[src/rtl/mcycle_iter_unit.sv]
// Iterative multiply/divide unit: one bit per clock, signed or unsigned operands,
// double-width product or quotient/remainder, divide-by-zero reported with Done.
module mcycle_iter_unit #(
    parameter int unsigned WIDTH = 32,
    parameter int unsigned CNT_W = $clog2(WIDTH + 1)
) (
    input  logic             CLK,
    input  logic             ResetN,
    input  logic             Start,
    input  logic             MCycleOp,
    input  logic             Signed,
    input  logic [WIDTH-1:0] Operand1,
    input  logic [WIDTH-1:0] Operand2,
    output logic [WIDTH-1:0] Result1,
    output logic [WIDTH-1:0] Result2,
    output logic             Busy,
    output logic             Done,
    output logic             DivByZero
);
    localparam int unsigned      PROD_W   = 2 * WIDTH;
    localparam logic [CNT_W-1:0] LAST_CNT = CNT_W'(WIDTH - 1);

    typedef enum logic [1:0] {IDLE, COMPUTE, FIX} state_t;

    state_t           state;
    logic [CNT_W-1:0] cnt;
    logic             is_div;
    logic             is_signed;
    logic             sign1;
    logic             sign2;
    logic             div_zero;
    logic [WIDTH-1:0] mag1;
    logic [WIDTH-1:0] mag2;
    logic [WIDTH-1:0] op1_raw;
    logic [WIDTH-1:0] acc_hi;
    logic [WIDTH-1:0] acc_lo;

    logic [WIDTH-1:0]  abs1;
    logic [WIDTH-1:0]  abs2;
    logic [WIDTH:0]    mul_sum;
    logic [WIDTH:0]    div_shift;
    logic [WIDTH-1:0]  div_diff;
    logic              div_ge;
    logic              neg_res;
    logic [PROD_W-1:0] product;
    logic [PROD_W-1:0] prod_fix;
    logic [WIDTH-1:0]  quo_fix;
    logic [WIDTH-1:0]  rem_fix;

    // Operand magnitudes; the most-negative value maps onto itself, which is its correct unsigned magnitude
    assign abs1 = (Signed && Operand1[WIDTH-1]) ? WIDTH'(-Operand1) : Operand1;
    assign abs2 = (Signed && Operand2[WIDTH-1]) ? WIDTH'(-Operand2) : Operand2;

    // acc_hi:acc_lo is the product register for multiply, remainder:quotient for divide
    assign mul_sum   = {1'b0, acc_hi} + (acc_lo[0] ? {1'b0, mag1} : {(WIDTH + 1){1'b0}});
    assign div_shift = {acc_hi, acc_lo[WIDTH-1]};
    assign div_ge    = (div_shift >= {1'b0, mag2});
    assign div_diff  = WIDTH'(div_shift - {1'b0, mag2});

    // Sign fix-up; most-negative / -1 falls out naturally as most-negative rem 0
    assign neg_res  = is_signed && (sign1 != sign2);
    assign product  = {acc_hi, acc_lo};
    assign prod_fix = neg_res ? PROD_W'(-product) : product;
    assign quo_fix  = neg_res ? WIDTH'(-acc_lo) : acc_lo;
    assign rem_fix  = (is_signed && sign1) ? WIDTH'(-acc_hi) : acc_hi;

    always_ff @(posedge CLK) begin
        if (!ResetN) begin
            state     <= IDLE;
            cnt       <= '0;
            is_div    <= 1'b0;
            is_signed <= 1'b0;
            sign1     <= 1'b0;
            sign2     <= 1'b0;
            div_zero  <= 1'b0;
            mag1      <= '0;
            mag2      <= '0;
            op1_raw   <= '0;
            acc_hi    <= '0;
            acc_lo    <= '0;
            Result1   <= '0;
            Result2   <= '0;
            Busy      <= 1'b0;
            Done      <= 1'b0;
            DivByZero <= 1'b0;
        end else begin
            Done <= 1'b0;
            case (state)
                IDLE: begin
                    if (Start) begin
                        is_div    <= MCycleOp;
                        is_signed <= Signed;
                        sign1     <= Signed && Operand1[WIDTH-1];
                        sign2     <= Signed && Operand2[WIDTH-1];
                        div_zero  <= MCycleOp && (Operand2 == '0);
                        mag1      <= abs1;
                        mag2      <= abs2;
                        op1_raw   <= Operand1;
                        acc_hi    <= '0;
                        acc_lo    <= MCycleOp ? abs1 : abs2;
                        cnt       <= '0;
                        Busy      <= 1'b1;
                        DivByZero <= 1'b0;
                        state     <= (MCycleOp && (Operand2 == '0)) ? FIX : COMPUTE;
                    end
                end
                COMPUTE: begin
                    if (!is_div) begin
                        acc_hi <= mul_sum[WIDTH:1];
                        acc_lo <= {mul_sum[0], acc_lo[WIDTH-1:1]};
                    end else if (div_ge) begin
                        acc_hi <= div_diff;
                        acc_lo <= {acc_lo[WIDTH-2:0], 1'b1};
                    end else begin
                        acc_hi <= div_shift[WIDTH-1:0];
                        acc_lo <= {acc_lo[WIDTH-2:0], 1'b0};
                    end
                    cnt <= cnt + CNT_W'(1);
                    if (cnt == LAST_CNT) begin
                        state <= FIX;
                    end
                end
                FIX: begin
                    if (div_zero) begin
                        Result1   <= '1;
                        Result2   <= op1_raw;
                        DivByZero <= 1'b1;
                    end else if (is_div) begin
                        Result1 <= quo_fix;
                        Result2 <= rem_fix;
                    end else begin
                        Result1 <= prod_fix[WIDTH-1:0];
                        Result2 <= prod_fix[PROD_W-1:WIDTH];
                    end
                    Busy  <= 1'b0;
                    Done  <= 1'b1;
                    state <= IDLE;
                end
                default: state <= IDLE;
            endcase
        end
    end
endmodule
[config.mk]
export PLATFORM = sky130hd
export DESIGN_NAME = mcycle_iter_unit
export DESIGN_NICKNAME = d
export VERILOG_FILES = /design/src/rtl/mcycle_iter_unit.sv
export SDC_FILE = /design/constraint.sdc
export NUM_CORES = 1
export LEC_CHECK = 0
export CAP_MARGIN = 10
export CORE_ASPECT_RATIO = 0.9
export CORE_MARGIN = 2
export CORE_UTILIZATION = 50
export CTS_CLUSTER_DIAMETER = 60
export CTS_CLUSTER_SIZE = 25
export DETAILED_ROUTE_END_ITERATION = 6
export HOLD_SLACK_MARGIN = 0.15
export PLACE_DENSITY = 0.7
export SLEW_MARGIN = 10
export SYNTH_ARGS = -nofsm -noshare
export SYNTH_HDL_FRONTEND = slang
export SYNTH_SLANG_ARGS = --single-unit
[constraint.sdc]
create_clock -name CLK -period 3.78 [get_ports CLK]
set_input_delay 0.945 -clock CLK [delete_from_list [all_inputs] [get_ports CLK]]
set_output_delay 0.945 -clock CLK [all_outputs]
set_load 0.01 [all_outputs]
# == Yosys cells after proc, flatten, opt, wreduce, memory -nomap -nowiden ==
# Index checks and enable logic that the tools add are counted.
# W data, S select, Z words.
# totals
out_inout_bits,67
input_bits,69
reg_bits,240
# classes
n_lt_le_gt_ge,1
reduce_logical,14
add_sub_neg,8
n_eq_ne,7
muxes,31
# ops
operator,count
$mux W32,15
$neg A32 Y32,4
$pmux W32 S2,2
$mux W64,1
$neg A64 Y64,1
$add A32 B32 Y33,1
$ge A33 B32 Y1,1
$logic_not A32 Y1,1
$sub A32 B32 Y32,1
$pmux W6 S2,1
$reduce_and A2 Y1,4
$add A6 B1 Y6 const B,1
$eq A6 B5 Y1 const B,1
$mux W2,3
$mux W6,1
$ne A2 B2 Y1 const B,3
$logic_and A1 B1 Y1,5
$mux W1,5
$pmux W1 S2,2
$pmux W2 S2,1
$reduce_bool A2 Y1,2
$reduce_and A3 Y1,1
$eq A2 B1 Y1 const B,1
$eq A2 B2 Y1 const B,1
2 further kinds,2

# == Longest topological paths before layout ==
# logic_depth
word_depth,5
ltp_mapped,14

# == Worst setup path after synthesis ==
# OpenSTA, ideal clock, no wires.
# synth_path
kind,input -> register
startpoint,input port Operand1[6]
endpoint,register acc_lo[28]
t_arrival_ns,2.993
setup_ns,0.119
path_slack_ns,0.668
path_stages,9
cell_sequence,or4_1 nor3_1 and2_1 buf_2 nand3_1 o31ai_1 xor2_1 o22ai_1 o221a_2
# synth_via
elab_chain_cells,5
# synth_lines
item,line,source
from (decl),12,"input logic [WIDTH-1:0] Operand1,"
$neg A32 Y32,51,assign abs1 = (Signed && Operand1[WIDTH-1]) ? WIDTH'(-Operand1) : Operand1;
$mux W32,51,
$mux W32,100,acc_lo <= MCycleOp ? abs1 : abs2;
$mux W32,90,if (Start) begin
$pmux W32 S2,88,case (state)
to (signal assigned),100,
to (signal assigned),110,"acc_lo <= {mul_sum[0], acc_lo[WIDTH-1:1]};"
to (signal assigned),113,"acc_lo <= {acc_lo[WIDTH-2:0], 1'b1};"
to (decl),36,logic [WIDTH-1:0] acc_lo;
# Every way passes these cells. The select of a mux whose other input is x is not followed.
# A chain may end at the register's enable or synchronous reset.

# == Final worst setup path ==
# layout_path
startpoint,register acc_lo[0]
endpoint,register acc_hi[22]
# layout_via
elab_chain_cells,4
# layout_lines
item,line,source
$mux W32,55,"assign mul_sum = {1'b0, acc_hi} + (acc_lo[0] ? {1'b0, mag1} : {(WIDTH + 1){1'b0}});"
$add A32 B32 Y33,55,
$mux W32,108,if (!is_div) begin
$pmux W32 S2,88,
to (signal assigned),109,acc_hi <= mul_sum[WIDTH:1];
to (signal assigned),112,acc_hi <= div_diff;
to (signal assigned),115,acc_hi <= div_shift[WIDTH-1:0];
to (decl),35,logic [WIDTH-1:0] acc_hi;
# Every way passes these cells.

==> metrics.md <==
| Metric | Value |
|---|---|
| Status | `finished with violations` |
| Violated checks | `design-rule violations` |
| CTS max path bufs | `3` |
| Sum Neg Setup Slack | `0 ns` |
| Count of pins over their slew limit | `0` |
| Rows | `63` |
| Initial antenna violation count | `0` |
| Tcrit/Tclk final | `0.948` |
| Initial Utilization | `0.508` |
| Iteration-0 DRC Markers | `1,707` |
| Dominant synthesized flop cell | `dfxtp_1` |
| Mapped Nets | `2,312` |
| Final Wtd Congestion | `0.982` |
| Drt pass-1 iters | `7` |
| Sequential Area | `4790 sq um` |
| Critical path type | `reg2reg` |
| Synth Cell Area | `16,700 sq um` |
| Post-synthesis sequential area ratio | `0.286` |
| HPWL after DPL | `48,700 um` |
| Cts bufs inserted | `27` |
| Cell count after synthesis | `2,172` |
| Routed vias/inst | `6.37` |
| CTS Root Cell | `clkbuf_16` |
| Synthesized area per cell | `7.70 sq um` |
| Worst hold-check path type | `reg2reg` |
| CP arrival | `4.07 ns` |
| Final worst slack | `0.198 ns` |
| Clock transition at path regs | `0.09 ns` |
| CP required | `4.27 ns` |
| Global Route Usage Sum | `0.356` |
| EDFF count, synth | `0` |
| Relative max-transition margin | `0.195` |
| Max cap viols | `0` |
| Lkg Pwr | `8.47 nW` |
| Die width | `197 um` |
| Setup crit end kind | `flip-flop` |
| Area of the core | `32,900 sq um` |
| CTS tree | `built` |
| Ports | `136` |
| Post-CTS sizing | `0` |
| Synth-to-layout area growth | `19.9%` |
| # fillers | `2,987` |
| Final Hold Vio Count | `0` |
| Die area | `34,900 sq um` |
| PortBufs | `135` |
| Share of layout cells above drive strength 1 | `0.0977` |
| Clk_lat worst skew | `0.59 ns` |
| Largest net degree at the start of global routing | `67` |
| Htree depth | `1` |
| FMAX | `279 MHz` |
| Core Util, Final | `0.609` |
| PD cells | `375 nW/um^2` |
| Vias | `17,500` |
| Finish-stage setup viols | `0` |
| Setup Buffers After CTS | `0` |
| Avg WL per Cell | `22.9 um` |
| Seq cells post-synth | `239` |
| Top cells by area, synth | `dfxtp_1 29%, nand2_1 6.4%, a21oi_1 5.2%, ha_1 5.2%, o21ai_0 4.9%` |
| Num Clock Sinks | `239` |
| Number of global-route vias before repair | `16,400` |
| Multi-input logic area | `11,100 sq um` |
| Worst-case clock skew | `0.0284 ns` |
| Slew @ Worst Pin | `1.21 ns` |
| Cell taking the most area after synthesis | `dfxtp_1` |
| N_diodes | `0` |
| Worst slack, placed | `-0.00688 ns` |
| Fraction of registers with async set or reset after synthesis | `0` |
| Routed wire length | `63,200 um` |
| Final min period | `3.58 ns` |
| Synth cell types | `80` |
| Synth top area share | `0.286` |
| Hold_buf cts | `0` |
| Worst Path Max Fanout | `17` |
| Number of remaining DRC errors | `2` |
| Remaining global-route overflow | `0` |
| RSZ-0062 raised after global routing | `no` |
| Antenna-violating nets left | `0` |
| Nets | `2,453` |
| Yosys warns | `0` |
| Die height | `178 um` |
| First-pass GRT wire length | `96,300 um` |
| CP Launch Type | `flip-flop` |
| Maximum VDD drop | `0.000383 V` |
## synthesized netlist by cell type (26+ instances only)
master / number
a21boi_0: 42
o211a_1: 54
nor3_1: 43
dfxtp_1: 239
nand3_1: 37
a31oi_1: 26
clkbuf_1: 129
a22oi_1: 40
xor2_1: 75
mux2i_1: 49
ha_1: 69
and3_1: 34
and2_1: 51
o21ai_0: 164
xnor2_1: 93
inv_1: 64
a21oi_1: 173
nand2_1: 284
o211ai_1: 32
nor2_1: 117
## power by group
group | switching, mW | total (mW) | internal (mW) | leakage [nW]
Combinational | 1.07 | 1.76 | 0.688 | 6.03
Sequential | 0.131 | 2.78 | 2.65 | 1.95
Clock | 1.36 | 3.00 | 1.63 | 0.485
## worst max-delay path: stages (launching register included)
cell,delay [ns]
dfxtp_1,0.51
buf_4,0.29
nand2_1,0.13
inv_1,0.08
ha_1,0.23
a211oi_1,0.36
o211ai_1,0.26
a311oi_1,0.42
o31ai_1,0.11
buf_4,0.18
a41o_1,0.27
xor2_1,0.31
o21ai_0,0.13
o21ai_0,0.20
## area by class of cell
cell class	instances	area share
Clock inverter	21	0.0159
Tap cell	422	0.0263
Timing Repair Buffer	263	0.117
Sequential cell	239	0.239
Inverter	64	0.0120
Multi-Input combinational cell	1718	0.555
Clock buffer	29	0.0346
## cells in the final DEF (no fill, tap or decap), types with 8 or more instances in the layout
cell             instances
nor2b_1                 19
and3_1                  34
o211a_1                 54
nand4_1                 23
nand3_1                 37
mux2_2                  10
o21ai_1                 12
or3_1                   13
o21a_1                   9
o221ai_1                 8
ha_1                    69
buf_4                  125
nor2_1                 115
a32oi_1                  8
dfxtp_1                238
o41ai_1                 14
inv_1                   64
xnor2_1                 93
xor2_1                  75
a211oi_1                19
nor3_1                  43
clkdlybuf4s50_1        133
a21oi_1                173
a31oi_1                 26
o21ai_0                164
o211ai_1                32
or2_2                    9
and2_1                  51
a22oi_1                 40
o31ai_1                 24
nand2b_1                13
nor4_1                  19
a21boi_0                42
a21o_1                  25
nor3b_1                 12
or4_1                    8
clkbuf_16               27
mux2i_1                 49
nand2_1                284
## stage by stage
step / hold slack [ns] / instance area, sq um / power, mW / std cells
3_5_place_dp: 0.457 / 19000 / 4.53 / 2706
4_1_cts: 0.469 / 20100 / 7.49 / 2756
2_1_floorplan: 0.438 / 16700 / 3.87 / 2172
3_3_place_gp: 0.452 / 19000 / 4.51 / 2706
6_report: 0.468 / 20100 / 7.53 / 2756
5_1_grt: 0.486 / 20100 / 7.79 / 2756
## kinds of logic after synthesis
logic type               share of synthesized area
multiplexers                                0.0360
adder cells (fa/ha/maj)                     0.0540
AND/OR/NAND/NOR                              0.208
buffers and inverters                       0.0496
XOR/XNOR                                    0.0880
flip-flops                                   0.286
AO/OA/AOI/OAI                                0.278
## layer usage
layer | global-route usage | routed length, um
met1 | 0.496 | 27600
met2 | 0.547 | 27000
met3 | 0.0563 | 5700
met4 | 0.150 | 2960
met5 | 0 | 0
## path summary, 6_finish.rpt
check / start / endpoint / slack (ns) / cells past startpoint
max: acc_lo[0] / acc_hi[22] / 0.20 / 13
min: op1_raw[16] / op1_raw[16] / 0.47 / 2
max reg2reg: acc_lo[0] / acc_hi[22] / 0.20 / 13
min reg2reg: op1_raw[16] / op1_raw[16] / 0.47 / 2
## flip-flops by register name (all words and copies together), names as in the netlist
signal and flops:
is_signed 1, op1_raw 31, div_zero 1, Result2 32
Busy 1, acc_hi 32, state 2, mag1 32
Done 1, sign1 1, sign2 1, Result1 32
is_div 1, acc_lo 32, cnt 6, DivByZero 1
mag2 32
No activity file was read; power rests on OpenSTA's default activity.
